==> src/rtl/cpu_test_sequencer_if.sv <==
// CPU-facing bus of the test sequencer: register-file clear port, PC hold and memory read port.
// The sequencer drives through the master modport; the CPU/memory side uses slave.
interface cpu_test_sequencer_if #(
    parameter int unsigned WIDTH = 32,
    parameter int unsigned RA_W  = 5,
    parameter int unsigned MA_W  = 32
) ();
    logic             rf_we;
    logic [RA_W-1:0]  rf_waddr;
    logic [WIDTH-1:0] rf_wdata;
    logic             pc_hold;
    logic             mem_re;
    logic [MA_W-1:0]  mem_addr;
    logic [WIDTH-1:0] mem_rdata;

    modport master (
        output rf_we, rf_waddr, rf_wdata, pc_hold, mem_re, mem_addr,
        input  mem_rdata
    );

    modport slave (
        input  rf_we, rf_waddr, rf_wdata, pc_hold, mem_re, mem_addr,
        output mem_rdata
    );
endinterface

==> src/rtl/cpu_test_sequencer.sv <==
// Test sequencer: clear the CPU register file, run the CPU for a cycle budget, then check memory.
// Define CPU_SEQ_HALT_EN to add a cpu_halt input that ends the run phase early.
module cpu_test_sequencer #(
    parameter int unsigned WIDTH = 32,
    parameter int unsigned REGS  = 32,
    parameter int unsigned RA_W  = 5,
    parameter int unsigned MA_W  = 32,
    parameter int unsigned NCHK  = 2,
    localparam int unsigned FI_W = $clog2(NCHK) + 1
) (
    input  logic                  clk,
    input  logic                  reset_n,
    input  logic                  start,
    input  logic [31:0]           run_cycles,
    input  logic [NCHK*MA_W-1:0]  chk_addr,
    input  logic [NCHK*WIDTH-1:0] chk_data,
`ifdef CPU_SEQ_HALT_EN
    input  logic                  cpu_halt,
`endif
    cpu_test_sequencer_if.master  bus,
    output logic                  busy,
    output logic                  done,
    output logic                  pass,
    output logic [FI_W-1:0]       fail_idx
);

    typedef enum logic [2:0] {StIdle, StClear, StRun, StCheck, StDone} state_e;

    state_e                state_q, state_d;
    logic [31:0]           cnt_q, cnt_d;
    logic [31:0]           run_q, run_d;
    logic [NCHK*MA_W-1:0]  addr_q, addr_d;
    logic [NCHK*WIDTH-1:0] data_q, data_d;
    logic                  done_q, done_d;
    logic                  pass_q, pass_d;
    logic [FI_W-1:0]       fail_q, fail_d;
    logic                  halt;

`ifdef CPU_SEQ_HALT_EN
    assign halt = cpu_halt;
`else
    assign halt = 1'b0;
`endif

    always_comb begin
        state_d = state_q;
        cnt_d   = cnt_q;
        run_d   = run_q;
        addr_d  = addr_q;
        data_d  = data_q;
        done_d  = done_q;
        pass_d  = pass_q;
        fail_d  = fail_q;

        bus.rf_we    = 1'b0;
        bus.rf_waddr = '0;
        bus.rf_wdata = '0;
        bus.pc_hold  = 1'b1;
        bus.mem_re   = 1'b0;
        bus.mem_addr = '0;
        busy         = 1'b0;

        unique case (state_q)
            StIdle, StDone: begin
                if (start) begin
                    run_d   = run_cycles;
                    addr_d  = chk_addr;
                    data_d  = chk_data;
                    done_d  = 1'b0;
                    pass_d  = 1'b0;
                    fail_d  = FI_W'(NCHK);
                    cnt_d   = '0;
                    state_d = StClear;
                end
            end
            StClear: begin
                busy         = 1'b1;
                bus.rf_we    = 1'b1;
                bus.rf_waddr = RA_W'(cnt_q + 32'd1);
                if (cnt_q == 32'(REGS - 2)) begin
                    cnt_d   = '0;
                    state_d = StRun;
                end else begin
                    cnt_d = cnt_q + 32'd1;
                end
            end
            StRun: begin
                busy        = 1'b1;
                bus.pc_hold = 1'b0;
                // A zero budget still spends one cycle in RUN.
                if (halt || run_q == 32'd0 || cnt_q == run_q - 32'd1) begin
                    cnt_d   = '0;
                    state_d = StCheck;
                end else begin
                    cnt_d = cnt_q + 32'd1;
                end
            end
            StCheck: begin
                busy = 1'b1;
                // Read k is issued at count k; its data is compared at count k+1.
                for (int k = 0; k < int'(NCHK); k++) begin
                    if (cnt_q == 32'(k)) begin
                        bus.mem_re   = 1'b1;
                        bus.mem_addr = addr_q[k*MA_W +: MA_W];
                    end
                    if (cnt_q == 32'(k + 1) &&
                        bus.mem_rdata != data_q[k*WIDTH +: WIDTH] &&
                        fail_q == FI_W'(NCHK)) begin
                        fail_d = FI_W'(k);
                    end
                end
                if (cnt_q == 32'(NCHK)) begin
                    cnt_d   = '0;
                    done_d  = 1'b1;
                    pass_d  = (fail_d == FI_W'(NCHK));
                    state_d = StDone;
                end else begin
                    cnt_d = cnt_q + 32'd1;
                end
            end
            default: begin
                state_d = StIdle;
            end
        endcase
    end

    always_ff @(posedge clk or negedge reset_n) begin
        if (!reset_n) begin
            state_q <= StIdle;
            cnt_q   <= '0;
            run_q   <= '0;
            addr_q  <= '0;
            data_q  <= '0;
            done_q  <= 1'b0;
            pass_q  <= 1'b0;
            fail_q  <= FI_W'(NCHK);
        end else begin
            state_q <= state_d;
            cnt_q   <= cnt_d;
            run_q   <= run_d;
            addr_q  <= addr_d;
            data_q  <= data_d;
            done_q  <= done_d;
            pass_q  <= pass_d;
            fail_q  <= fail_d;
        end
    end

    assign done     = done_q;
    assign pass     = pass_q;
    assign fail_idx = fail_q;

endmodule

==> src/flat_wrapper.sv <==
// flat-port wrapper written by rule: the top's interface ports become plain ports
module cpu_test_sequencer_flat 
#(
    parameter int unsigned WIDTH = 32,
    parameter int unsigned REGS  = 32,
    parameter int unsigned RA_W  = 5,
    parameter int unsigned MA_W  = 32,
    parameter int unsigned NCHK  = 2,
    localparam int unsigned FI_W = $clog2(NCHK) + 1
)
  (clk, reset_n, start, run_cycles, chk_addr, chk_data, busy, done, pass, fail_idx, bus_rf_we, bus_rf_waddr, bus_rf_wdata, bus_pc_hold, bus_mem_re, bus_mem_addr, bus_mem_rdata);
  cpu_test_sequencer_if #(.WIDTH(WIDTH), .RA_W(RA_W), .MA_W(MA_W)) bus_i ();
  input  logic clk;
  input  logic reset_n;
  input  logic start;
  input  logic [31:0] run_cycles;
  input  logic [NCHK*MA_W-1:0] chk_addr;
  input  logic [NCHK*WIDTH-1:0] chk_data;
  output logic busy;
  output logic done;
  output logic pass;
  output logic [FI_W-1:0] fail_idx;
  output wire logic [$bits(bus_i.rf_we)-1:0] bus_rf_we;
  output wire logic [$bits(bus_i.rf_waddr)-1:0] bus_rf_waddr;
  output wire logic [$bits(bus_i.rf_wdata)-1:0] bus_rf_wdata;
  output wire logic [$bits(bus_i.pc_hold)-1:0] bus_pc_hold;
  output wire logic [$bits(bus_i.mem_re)-1:0] bus_mem_re;
  output wire logic [$bits(bus_i.mem_addr)-1:0] bus_mem_addr;
  input wire logic [$bits(bus_i.mem_rdata)-1:0] bus_mem_rdata;
  assign bus_rf_we = bus_i.rf_we;
  assign bus_rf_waddr = bus_i.rf_waddr;
  assign bus_rf_wdata = bus_i.rf_wdata;
  assign bus_pc_hold = bus_i.pc_hold;
  assign bus_mem_re = bus_i.mem_re;
  assign bus_mem_addr = bus_i.mem_addr;
  assign bus_i.mem_rdata = bus_mem_rdata;
  cpu_test_sequencer #(.WIDTH(WIDTH), .REGS(REGS), .RA_W(RA_W), .MA_W(MA_W), .NCHK(NCHK)) u_core (.clk(clk), .reset_n(reset_n), .start(start), .run_cycles(run_cycles), .chk_addr(chk_addr), .chk_data(chk_data), .bus(bus_i), .busy(busy), .done(done), .pass(pass), .fail_idx(fail_idx));
endmodule
==> config.mk <==
export PLATFORM = sky130hd
export DESIGN_NAME = cpu_test_sequencer_flat
export DESIGN_NICKNAME = d
export VERILOG_FILES = /design/src/rtl/cpu_test_sequencer_if.sv /design/src/rtl/cpu_test_sequencer.sv /design/src/flat_wrapper.sv
export SDC_FILE = /design/constraint.sdc
export NUM_CORES = 1
export LEC_CHECK = 0
export BUFFER_PORTS_ARGS = -buffer_cell sky130_fd_sc_hd__buf_2
export CORE_ASPECT_RATIO = 1.25
export CORE_UTILIZATION = 56
export CTS_BUF_LIST = sky130_fd_sc_hd__clkbuf_4
export DETAILED_ROUTE_END_ITERATION = 10
export PLACE_DENSITY = 0.82
export RECOVER_POWER = 25
export SETUP_SLACK_MARGIN = 0.02
export SLEW_MARGIN = 25
export SYNTH_ARGS = -nofsm -noshare
export SYNTH_HDL_FRONTEND = slang
export SYNTH_SLANG_ARGS = --single-unit
export TNS_END_PERCENT = 20
==> constraint.sdc <==
create_clock -name clk -period 3.55 [get_ports clk]
set_input_delay 0.71 -clock clk [delete_from_list [all_inputs] [get_ports clk]]
set_output_delay 0.71 -clock clk [all_outputs]
set_load 0.01 [all_outputs]
==> reports/results.ini <==
[run_status]
run_status = finished with violations
violations = max-capacitance violations, max-slew violations

[timing]
worst_slew_pin_slew_ns = 1.85
min_period_ns = 3.47
timing.final.crit_share = 0.978
fmaxAchievable_mhz = 288
skew_ns = 0.0465
finalMaxSlewViolations = 67
finalHoldViolCount = 0
setup_viol_count_final = 0
slew_headroom = -0.234
fin_ws_ns = 0.0788
rsz0062_at_grt = yes

[floorplanning]
dieArea_mm2 = 0.0210
coreArea_mm2 = 0.0201
die_w_um = 130
die_h_um = 162
rows = 58
initial_core_util = 0.570
ioPinCount = 272

[hold_path]
hold_path.class = input pin to flop

[yosys]
postSynthAreaPerCell_um2 = 8.03
syn_inst = 1425
synth_top_cell_by_area = dfrtp_1
yosysSeqAreaShare = 0.435
synthTopCellsByArea = dfrtp_1 (43%), nand2_1 (18%), xnor2_1 (3.9%)
synth_cell_types = 67
synth_top_area_frac = 0.433
synthArstFlopShare = 1.00
ys_warn_count = 0
synth_flop_cell = dfrtp_1
synth_seq_cells = 199
synth_area_mm2 = 0.0114
synth_edf_count = 0

[power_and_ir_drop]
clkPwrFrac = 0.144
irDropWorstVdd_v = 0.000313
p_comb_frac = 0.382
p_int_mw = 4.82
seq_power_share = 0.474
switching_share = 0.424
power.net_switching_mw = 3.55
power_density_mw_per_mm2 = 628
p_leak_nw = 6.62

[setup_path]
cp-end-kind = output port
cp.required_ns = 2.84
crit_arrival_ns = 2.76
crit_path_start_kind = flop
path_class = flop to output port
worst-path-max-fanout = 16

[clock_network]
cts-root-buf = clkbuf_4
cts_buffers = 17
cts_tree = done
clkTransAtPathRegs_ns = 0.21
cts_buffer_depth = 2
clkLatencyLatePin_ns = 0.62
hold_buffers = 0
h-tree-depth = 4
cts_sinks = 199

[grt]
grt_max_degree = 168
antenna_found_initial = 3
grt_pass1_vias = 10200
overflow = 0
track_usage = 0.304
grt_pass1_wl_um = 49800

[routing]
met1_length_um = 12700
drt_iter0_drc = 726
routed_via_density = 5.57
drt_pass1_iterations = 5
met3_length_um = 2100
met2_length_um = 15900
antenna_left = 0
finalWirelength_um = 31900
highest_layer = met5
vias = 10700
routedWlPerCell_um = 16.6
route.detailed.drc = 0

[placement]
preCtsSetupSlack_ns = 0.249
dp_cells = 1872
hpwl_um = 22600
routabilityCongestion = 0.931
port_buffers = 239

[finish]
postLayoutCoreUtil = 0.663
drive_gt1_frac = 0.224
fin_nets = 1840
fillers = 1727
fin_cells = 1925
syn2layout_area_growth_pct = 16.4

[flow_run]
maxCapViolCount = 1

-- synth_stat cells, drive strengths merged, types with 22 or more instances --
cell,n
nand2,550
dfrtp,198
nor2,78
clkbuf,72
xnor2,51
xor2,51
buf,50
nor4,37
a22oi,32
o21ai,30
nand3,22
nand4,22
nor3,22
o211ai,22
-- cell usage in the layout (no fill, tap or decap), types with 20 or more instances in the layout --
cell type,synthesis,layout
conb_1,1,32
xnor2_1,51,51
o21ai_0,22,22
dfrtp_1,198,185
nor4_1,29,26
nand2_1,550,549
a22oi_1,32,31
nor3_1,22,21
nand4_1,21,21
inv_1,21,21
buf_2,8,238
xor2_1,51,51
o211ai_1,22,22
nor2_1,77,74
nand3_1,21,20
buf_4,34,39
-- per-stage QoR --
| step | area (um^2) | TNS (ns) | power, mW | hold slack, ns |
|---|---|---|---|---|
| floorplan | 11600 | 0 | 5.98 | 0.414 |
| global placement | 12800 | 0 | 6.80 | 0.458 |
| detailed placement | 12800 | 0 | 6.92 | 0.464 |
| CTS | 13100 | 0 | 8.16 | 0.0871 |
| global route | 13300 | -3.00 | 8.92 | 0.225 |
| finish | 13300 | 0 | 8.37 | 0.253 |
-- worst paths after layout --
| path | from | slack [ns] | cells past startpoint | end |
|---|---|---|---|---|
| min reg2reg | u_core.state_q[2] | 0.50 | 1 | u_core.state_q[1] |
| min in group asynchronous | reset_n | 0.55 | 1 | u_core.run_q[9] |
| max in group asynchronous | reset_n | 1.66 | 2 | u_core.cnt_q[29] |
| min | chk_addr[48] | 0.25 | 3 | u_core.addr_q[48] |
| max | u_core.cnt_q[27] | 0.08 | 9 | bus_mem_addr[19] |
| max reg2reg | u_core.cnt_q[0] | 0.15 | 9 | u_core.cnt_q[28] |
-- power by group through the flow --
stage	logic, mW	registers [mW]	clock network [mW]
global placement	2.85	3.95	0
finish	3.20	3.96	1.21
CTS	2.98	3.95	1.23
global route	3.55	4.05	1.32
detailed placement	2.93	3.99	0
floorplan	2.47	3.51	0
-- state kept, by name (all words and copies together) (netlist names) --
signal,cells
u_core.pass,1
u_core.run_q,32
u_core.addr_q,64
u_core.cnt_q,32
u_core.state_q,3
u_core.data_q,64
u_core.fail_idx,2
u_core.done,1
-- final cells by class --
class / instances / area (um^2) / area share
multi-input cells: 1114 / 5970 / 0.448
repair buffers: 286 / 1650 / 0.124
clock buffers: 17 / 128 / 0.00958
flip-flops and latches: 199 / 5000 / 0.375
diodes: 4 / 10.0 / 0.000751
well taps: 270 / 338 / 0.0253
clock inverters: 14 / 155 / 0.0116
inverters: 21 / 78.8 / 0.00591
-- per-layer routing --
layer	vias to the layer above	GRT usage
li1	5125	-
met1	5086	0.379
met2	419	0.506
met3	91	0.0609
met4	2	0.141
met5	-	0
-- repair_timing --
| item | in CTS | in global routing |
|---|---|---|
| cloned | 0 | 1 |
| endpoints found under the setup margin | 33 | 46 |
| pin swaps | 0 | 2 |
| resized for setup | 5 | 18 |
| setup buffers | 1 | 16 |
| endpoints found under the hold margin | 0 | 0 |
-- critical path, cell delays in order, from the launching register on --
cell     delay, ns
dfrtp_2       0.51
nor4_4        0.29
nand4_1       0.19
nor2_2        0.20
nand3_2       0.14
a21oi_4       0.24
buf_12        0.20
a22oi_1       0.09
nor2_1        0.15
buf_2         0.16
-- cell families after synthesis --
group	after synthesis	synth area share
buf+inv	143	0.0602
fa+ha+maj	6	0.00656
xor+xnor	102	0.0780
simple gates	811	0.315
other cells	1	0.000328
compound gates	158	0.101
flops	199	0.435
mux	5	0.00448
Power figures use the tool's default switching activity.
